**src/rtl/wb_register_file_pkg.sv**
```systemverilog
`default_nettype none
// ============================================================================
//  Module   : wb_register_file_pkg
//  Brief    : Shared MIPS write-back definitions: default widths, the
//             hard-wired zero register and the MEM/WB WB-bundle bit positions.
//  Revision : 1.0  initial release
// ============================================================================
package wb_register_file_pkg;

    localparam int DATA_W_DEF = 32;
    localparam int ADDR_W_DEF = 5;
    localparam int CNT_W_DEF  = 32;

    // $0 is hard-wired to zero in the MIPS register file
    localparam logic [4:0] REG_ZERO = 5'd0;

    // Bit positions inside the MEM/WB WB control bundle
    localparam int WB_MEMTOREG = 0;
    localparam int WB_REGWRITE = 1;
    localparam int WB_BUNDLE_W = 2;

endpackage : wb_register_file_pkg
`default_nettype wire

```
**src/rtl/wb_register_file_if.sv**
```systemverilog
`default_nettype none
// ============================================================================
//  Module   : wb_register_file_if
//  Brief    : MEM/WB -> register-file bus: write-back inputs, ID-stage and
//             debug read addresses, read data, forwarded write data and the
//             retired-write counter. The pipeline side is the master.
//  Revision : 1.0  initial release
// ============================================================================
interface wb_register_file_if #(
    parameter int DATA_W = 32,
    parameter int ADDR_W = 5,
    parameter int CNT_W  = 32
);
    logic              MemtoReg;
    logic              RegWrite;
    logic [DATA_W-1:0] ReadData;
    logic [DATA_W-1:0] ALUresult;
    logic [ADDR_W-1:0] DirWriteReg;
    logic [ADDR_W-1:0] DirRead1;
    logic [ADDR_W-1:0] DirRead2;
    logic [ADDR_W-1:0] DirDebug;
    logic [DATA_W-1:0] O_Read1;
    logic [DATA_W-1:0] O_Read2;
    logic [DATA_W-1:0] O_Debug;
    logic [DATA_W-1:0] O_WriteData;
    logic [CNT_W-1:0]  O_WriteCount;

    modport master (
        output MemtoReg, RegWrite, ReadData, ALUresult,
               DirWriteReg, DirRead1, DirRead2, DirDebug,
        input  O_Read1, O_Read2, O_Debug, O_WriteData, O_WriteCount
    );

    modport slave (
        input  MemtoReg, RegWrite, ReadData, ALUresult,
               DirWriteReg, DirRead1, DirRead2, DirDebug,
        output O_Read1, O_Read2, O_Debug, O_WriteData, O_WriteCount
    );

endinterface : wb_register_file_if
`default_nettype wire

```
**src/rtl/wb_register_file_wb_mux.sv**
```systemverilog
`default_nettype none
// ============================================================================
//  Module   : wb_mux
//  Brief    : Write-back select: load data when MemtoReg is set, otherwise the
//             ALU result. Purely combinational.
//  Revision : 1.0  initial release
// ============================================================================
module wb_mux #(
    parameter int DATA_W = 32
) (
    input  wire logic              mem_to_reg,
    input  wire logic [DATA_W-1:0] read_data,
    input  wire logic [DATA_W-1:0] alu_result,
    output logic      [DATA_W-1:0] write_data
);

    // 2:1 select of the value to be committed
    always_comb begin
        write_data = alu_result;
        if (mem_to_reg) begin
            write_data = read_data;
        end
    end

endmodule : wb_mux
`default_nettype wire

```
**src/rtl/wb_register_file.sv**
```systemverilog
`default_nettype none
// ============================================================================
//  Module   : wb_register_file
//  Brief    : MIPS write-back stage and 2**ADDR_W x DATA_W register file with
//             two asynchronous ID-stage read ports, a debug read port and a
//             retired-write counter.
//  Config   : WB_BYPASS_EN - when defined, rs/rt reads of the register being
//             written this cycle return the write-back value combinationally.
//  Revision : 1.0  initial release
// ============================================================================
module wb_register_file
    import wb_register_file_pkg::*;
#(
    parameter int DATA_W = DATA_W_DEF,
    parameter int ADDR_W = ADDR_W_DEF,
    parameter int CNT_W  = CNT_W_DEF
) (
    input  wire logic        clk,
    input  wire logic        rst,
    wb_register_file_if.slave bus
);

    localparam int                 NUM_REGS = 2 ** ADDR_W;
    localparam logic [ADDR_W-1:0]  ZERO_ADDR = ADDR_W'(REG_ZERO);

    logic [DATA_W-1:0]      r_regs [NUM_REGS];
    logic [CNT_W-1:0]       r_write_count;
    logic [WB_BUNDLE_W-1:0] w_wb;
    logic [DATA_W-1:0]      w_write_data;
    logic                   w_commit;
    logic [DATA_W-1:0]      w_read1;
    logic [DATA_W-1:0]      w_read2;

    // Rebuild the MEM/WB WB bundle so control bits are taken by position
    always_comb begin
        w_wb               = '0;
        w_wb[WB_MEMTOREG]  = bus.MemtoReg;
        w_wb[WB_REGWRITE]  = bus.RegWrite;
    end

    wb_mux #(
        .DATA_W (DATA_W)
    ) u_wb_mux (
        .mem_to_reg (w_wb[WB_MEMTOREG]),
        .read_data  (bus.ReadData),
        .alu_result (bus.ALUresult),
        .write_data (w_write_data)
    );

    // A write retires only when enabled and not aimed at $0
    assign w_commit = w_wb[WB_REGWRITE] && (bus.DirWriteReg != ZERO_ADDR);

    // Register array: cleared by reset, one write per edge; $0 is never written
    always_ff @(posedge clk or posedge rst) begin
        if (rst) begin
            for (int i = 0; i < NUM_REGS; i++) begin
                r_regs[i] <= '0;
            end
        end else if (w_commit) begin
            r_regs[bus.DirWriteReg] <= w_write_data;
        end
    end

    // Retired-write counter, wraps naturally at 2**CNT_W
    always_ff @(posedge clk or posedge rst) begin
        if (rst) begin
            r_write_count <= '0;
        end else if (w_commit) begin
            r_write_count <= r_write_count + CNT_W'(1);
        end
    end

    // rs/rt read ports; the optional bypass is suppressed during reset so
    // every read port shows zero while rst is asserted
    always_comb begin
        w_read1 = r_regs[bus.DirRead1];
        w_read2 = r_regs[bus.DirRead2];
`ifdef WB_BYPASS_EN
        if (!rst && w_commit && (bus.DirRead1 == bus.DirWriteReg)) begin
            w_read1 = w_write_data;
        end
        if (!rst && w_commit && (bus.DirRead2 == bus.DirWriteReg)) begin
            w_read2 = w_write_data;
        end
`endif
    end

    assign bus.O_Read1      = w_read1;
    assign bus.O_Read2      = w_read2;
    assign bus.O_Debug      = r_regs[bus.DirDebug];
    assign bus.O_WriteData  = w_write_data;
    assign bus.O_WriteCount = r_write_count;

endmodule : wb_register_file
`default_nettype wire

```
**src/flat_wrapper.sv**
```systemverilog
// flat-port wrapper written by rule: the top's interface ports become plain ports
module wb_register_file_flat import wb_register_file_pkg::*;
#(
    parameter int DATA_W = DATA_W_DEF,
    parameter int ADDR_W = ADDR_W_DEF,
    parameter int CNT_W  = CNT_W_DEF
)
  (clk, rst, bus_MemtoReg, bus_RegWrite, bus_ReadData, bus_ALUresult, bus_DirWriteReg, bus_DirRead1, bus_DirRead2, bus_DirDebug, bus_O_Read1, bus_O_Read2, bus_O_Debug, bus_O_WriteData, bus_O_WriteCount);
  wb_register_file_if #(.DATA_W(DATA_W), .ADDR_W(ADDR_W), .CNT_W(CNT_W)) bus_i ();
  input  wire logic clk;
  input  wire logic rst;
  input wire logic [$bits(bus_i.MemtoReg)-1:0] bus_MemtoReg;
  input wire logic [$bits(bus_i.RegWrite)-1:0] bus_RegWrite;
  input wire logic [$bits(bus_i.ReadData)-1:0] bus_ReadData;
  input wire logic [$bits(bus_i.ALUresult)-1:0] bus_ALUresult;
  input wire logic [$bits(bus_i.DirWriteReg)-1:0] bus_DirWriteReg;
  input wire logic [$bits(bus_i.DirRead1)-1:0] bus_DirRead1;
  input wire logic [$bits(bus_i.DirRead2)-1:0] bus_DirRead2;
  input wire logic [$bits(bus_i.DirDebug)-1:0] bus_DirDebug;
  output wire logic [$bits(bus_i.O_Read1)-1:0] bus_O_Read1;
  output wire logic [$bits(bus_i.O_Read2)-1:0] bus_O_Read2;
  output wire logic [$bits(bus_i.O_Debug)-1:0] bus_O_Debug;
  output wire logic [$bits(bus_i.O_WriteData)-1:0] bus_O_WriteData;
  output wire logic [$bits(bus_i.O_WriteCount)-1:0] bus_O_WriteCount;
  assign bus_i.MemtoReg = bus_MemtoReg;
  assign bus_i.RegWrite = bus_RegWrite;
  assign bus_i.ReadData = bus_ReadData;
  assign bus_i.ALUresult = bus_ALUresult;
  assign bus_i.DirWriteReg = bus_DirWriteReg;
  assign bus_i.DirRead1 = bus_DirRead1;
  assign bus_i.DirRead2 = bus_DirRead2;
  assign bus_i.DirDebug = bus_DirDebug;
  assign bus_O_Read1 = bus_i.O_Read1;
  assign bus_O_Read2 = bus_i.O_Read2;
  assign bus_O_Debug = bus_i.O_Debug;
  assign bus_O_WriteData = bus_i.O_WriteData;
  assign bus_O_WriteCount = bus_i.O_WriteCount;
  wb_register_file #(.DATA_W(DATA_W), .ADDR_W(ADDR_W), .CNT_W(CNT_W)) u_core (.clk(clk), .rst(rst), .bus(bus_i));
endmodule
```
**config.mk**
```make
export PLATFORM = sky130hd
export DESIGN_NAME = wb_register_file_flat
export DESIGN_NICKNAME = d
export VERILOG_FILES = /design/src/rtl/wb_register_file_pkg.sv /design/src/rtl/wb_register_file_if.sv /design/src/rtl/wb_register_file_wb_mux.sv /design/src/rtl/wb_register_file.sv /design/src/flat_wrapper.sv
export SDC_FILE = /design/constraint.sdc
export NUM_CORES = 2
export LEC_CHECK = 0
export CAP_MARGIN = 20
export CORE_MARGIN = 3
export CORE_UTILIZATION = 41
export DETAILED_ROUTE_END_ITERATION = 8
export PLACE_DENSITY = 0.64
export SYNTH_ARGS = -nofsm -noshare
export SYNTH_HDL_FRONTEND = slang
export SYNTH_HIERARCHICAL = 1
export SYNTH_SLANG_ARGS = --single-unit
```
**constraint.sdc**
```tcl
create_clock -name clk -period 92.3 [get_ports clk]
set_clock_uncertainty 0.2 [all_clocks]
set_input_delay 18.46 -clock clk [delete_from_list [all_inputs] [get_ports clk]]
set_output_delay 18.46 -clock clk [all_outputs]
set_load 0.05 [all_outputs]
```
# Word level (Yosys, flattened, before mapping)
# Cells that the tools add are included.
# word_totals
inputBits	88
latch_bits	0
output_inout_bits	160
reg_bits	1056
mem_bits_rw	0
n_memories	0
mem_bits_ro	0
# classes
n_shift	0
div	0
magnitude_cmp	5
multipliers	0
muxes	13
eq_ne	0
n_bitwise	4
n_addsub	1
reduce_logical	3
# op_table
operator	n
$bwmux 1024	1
$bmux 32 s5	3
$mux 32	8
$demux 32 s5	1
$add 32x1->32 const B	1
$ge 6x6->1 const B	4
$not 5->6	4
$lt 6x1->1 const B	1
$reduce_bool 5->1	1
$logic_and 1x1->1	2

# Logic depth before layout (Yosys ltp)
# logic_depth
depth_word	6
depth_mapped	8
ltp_nobuf	5

# By module
# Netlist, hierarchy kept.
# modules_own_cells
mod	cells_each	instances	area_per_inst_um2
wb_register_file	5887	1	65376.5
wb_mux	36	1	544.3

# Worst setup path after synthesis
# OpenSTA, ideal clock, no wires.
# synth_timing
path_type	input to output
startpoint	input bus_DirDebug[1]
endpoint	output bus_O_Debug[25]
path_stages	8
arrival_time_ns	20.149
slack_ns	53.491
cell_sequence	buf_2 buf_2 buf_2 buf_2 mux2i_1 a22oi_1 a31oi_1 nand3_1
# synth_via
elab_chain_cells	4
# synth_lines
element	line	text
from (decl)	flat_wrapper.sv:19	input wire logic [$bits(bus_i.DirDebug)-1:0] bus_DirDebug;
$not 5->6 (implied by the code)	wb_register_file.sv:90	assign bus.O_Debug = r_regs[bus.DirDebug];
$bmux 32 s5	wb_register_file.sv:90	
$mux 32 (implied by the code) (2 in series)	wb_register_file.sv:90	
to (decl)	flat_wrapper.sv:22	output wire logic [$bits(bus_i.O_Debug)-1:0] bus_O_Debug;
# Every way passes these cells. The select of a mux whose other input is x is not followed.

# Worst setup path after layout
# layout_timing
startpoint	input bus_DirRead2[1]
endpoint	output bus_O_Read2[27]
# layout_via
elab_chain_cells	4
# layout_lines
element	line	text
from (decl)	flat_wrapper.sv:18	input wire logic [$bits(bus_i.DirRead2)-1:0] bus_DirRead2;
$not 5->6 (implied by the code)	wb_register_file.sv:77	w_read2 = r_regs[bus.DirRead2];
$bmux 32 s5	wb_register_file.sv:77	
$mux 32 (implied by the code) (2 in series)	wb_register_file.sv:77	
to (decl)	flat_wrapper.sv:21	output wire logic [$bits(bus_i.O_Read2)-1:0] bus_O_Read2;
# Every way passes these cells. The select of a mux whose other input is x is not followed.

==> key figures <==
Layout
  • Most common cell after layout, fill and taps aside: mux2i_1
  • Most frequent cells in the layout: mux2i_1, dfrtp_1, mux2_2, nand3_1, nand2_1
  • Area Overhead vs Synth: 11.6%
  • Fin nets: 5869
  • Layout cells sized above 1: 23.2%
  • Fillers: 14500

Die
  • Top Ports: 248
  • Die area: 166000 um2
  • Rows: 146
  • Core Region: 159000 um2
  • Die width: 407 um
  • Starting Density: 41.4%
  • Chip Height: 407 um

Critical path
  • Critical path type: in -> out
  • RR Startpoint: u_core/bus.O_WriteCount[2]
  • Worst setup endpoint: bus_O_Read2[27]
  • Critical Path AT: 23.96 ns
  • Reg2reg path depth: 5
  • Critical path launch point: bus_DirRead2[1]
  • Worst setup SP type: input port
  • Crit end category: output port
  • Required @ worst endpoint: 73.64 ns
  • R2R Setup Slk: 90.12 ns
  • Worst-path maximum fanout: 89
  • RR Endpoint: u_core/bus.O_WriteCount[20]

Timing
  • Worst Tran Pin Value: 1.35 ns
  • Fmax: 23.5 MHz
  • # setup viols final: 0
  • Final Hold Fails: 0
  • Fin crit share: 46.2%
  • Slew Viols, Final: 0
  • Worst slew margin: 10.3%
  • Fin crit period: 42.62 ns
  • RSZ-0062 raised after global routing: false
  • Setup TNS: 0 ns
  • Setup ws final: 49.68 ns

Worst hold path
  • Min-delay worst type: reg -> reg
  • Hold path start: u_core/r_regs[1003]

Yosys
  • Synthesized area per cell: 11.1 um2
  • Async set or reset register ratio after synthesis: 100%
  • Post-synth EDFFs: 0
  • Syn Nets: 6012
  • Synth warnings: 6
  • Seq cells post-synth: 1056
  • Main synth FF type: dfrtp_1
  • Yosys cell types: 38
  • Post-Syn Area: 65900 um2
  • Seq/Total Area, Yosys: 40.1%
  • Syn Inst Count: 5923

Power
  • LEAKAGE: 0.0341 uW
  • Total power: 1510 uW
  • VDD IR-drop max: 0.0171 mV
  • Pwr Density: 20.6 nW/um2

Placed design
  • Dpl hpwl: 122000 um
  • IO buf count: 247
  • Pre-CTS WS: 49.72 ns
  • Routability Congestion: 0.842

CTS
  • Resized Gates After CTS: 0
  • Post-CTS Hold Fix Bufs: 0
  • Post-CTS Setup Repair Bufs: 0
  • Clock buffer depth: 3
  • Clock root buffer: clkbuf_16
  • Htree depth: 3
  • Num Clock Sinks: 1056
  • Total CTS buffers: 118
  • Worst skew pair latency: 0.75 ns
  • CTS clock-pin slew for the worst setup and hold paths: 0.06 ns
  • TritonCTS clock tree: built

Global routing
  • GRT Total Usage: 27.2%
  • Largest net degree at the start of global routing: 135
  • First-pass GRT wire length: 339000 um
  • Vias in the first global route: 51200
  • Overflow after GRT: 0
  • Initial antenna violation count: 6

Detailed routing
  • DRC Markers: 0
  • Avg WL per Cell: 28.8 um
  • Total number of vias: 51100
  • Drt first pass iters: 5
  • Final ANT Viol Nets: 0
  • Routed vias/inst: 6.38
  • Initial DRC Count: 5448
  • Final wirelength: 231000 um

Run status
  • Status: completed

Flow run
  • MaxCap Viol Count: 0
-- how the worst min path moves through the flow --
stage	slack, ns	to	depth (start not counted)
3_5_place_dp	0.21	u_core/r_regs[1013]	0
6_report	0.22	u_core/r_regs[1003]	0
5_1_grt	0.24	u_core/r_regs[1003]	0
3_3_place_gp	0.21	u_core/r_regs[992]	0
2_1_floorplan	0.27	u_core/r_regs[1000]	1
4_1_cts	0.23	u_core/r_regs[1022]	0
-- per-layer routing --
| metal | vias up | part of all wire (%) | global-route usage, % |
|---|---|---|---|
| met5 | - | 0.0056 | 0 |
| met4 | 2 | 5.1 | 13.1 |
| met3 | 618 | 8.4 | 5.03 |
| met2 | 2504 | 44 | 41.9 |
| met1 | 26300 | 43 | 36.7 |
| li1 | 21800 | - | - |
-- sequential cells by signal, indices dropped and copies added (netlist names) --
signal / count
u_core/bus.O_WriteCount: 32
u_core/r_regs: 1024
-- synthesized netlist by cell type (3+ instances only) --
| master | n | area (um2) |
|---|---|---|
| mux2i_1 | 1536 | 15400 |
| dfrtp_1 | 1056 | 26400 |
| mux2_2 | 994 | 11200 |
| clkbuf_1 | 324 | 1220 |
| nand2_1 | 318 | 1190 |
| nand3_1 | 303 | 1520 |
| a21oi_1 | 289 | 1450 |
| a22oi_1 | 288 | 2160 |
| a22o_1 | 192 | 1680 |
| buf_2 | 192 | 961 |
| nor3_1 | 97 | 485 |
| a31oi_1 | 96 | 601 |
| buf_1 | 90 | 338 |
| mux2_4 | 30 | 450 |
| xnor2_1 | 26 | 228 |
| nor2_1 | 20 | 75.1 |
| nand4_1 | 10 | 62.6 |
| and3_1 | 9 | 56.3 |
| nand2b_1 | 6 | 37.5 |
| nor2b_1 | 6 | 37.5 |
| and4_1 | 5 | 43.8 |
| xor2_1 | 5 | 43.8 |
| and2_1 | 4 | 25.0 |
| nand3b_1 | 4 | 30.0 |
| or2_2 | 4 | 25.0 |
| buf_12 | 3 | 60.1 |
| nand4b_1 | 3 | 26.3 |
| nor3b_1 | 3 | 22.5 |
-- worst max-delay path: stages --
cell and delay, ns:
buf_8 0.57, buf_4 0.89, buf_4 0.91, buf_4 0.96, mux2i_1 0.28, a22o_1 0.16, nor3_1 0.06, a31oi_1 0.38
nand3_1 0.24, clkdlybuf4s50_1 0.77
-- where the power goes --
part           internal, uW  switching [uW]  leakage [uW]  total, uW
logic                   185             201        0.0186        386
clock network           274             203       0.00192        477
registers               555            94.5        0.0136        650
total                  1010             499        0.0341       1510
-- stage by stage --
stage / std cells / instance area (um2) / hold slack [ns] / util (%)
CTS: 8017 / 73500 / 0.226 / 46.2
global route: 8022 / 73600 / 0.236 / 46.2
detailed placement: 7804 / 69600 / 0.211 / 43.8
finish: 8022 / 73600 / 0.225 / 46.2
floorplan: 5923 / 65900 / 0.269 / -
global placement: 7804 / 69600 / 0.206 / 43.8
-- layout make-up --
cell class	instances	area, um2	share of cell area [%]
multi-input cells	4256	37100	50.5
inverters	1	11.3	0.0153
well taps	2146	2690	3.65
flip-flops and latches	1056	26400	35.9
diodes	3	7.51	0.0102
clock buffers	176	3440	4.68
repair buffers	347	3410	4.64
clock inverters	37	458	0.622
-- cells by family after synthesis --
group / after synthesis / synth area share, %
compound gates: 867 / 8.96
flops: 1056 / 40.1
fa+ha+maj: 1 / 0.0190
buf+inv: 611 / 3.93
mux: 2561 / 41.0
simple gates: 796 / 5.59
xor+xnor: 31 / 0.412
(Power assumes the default switching activity.)
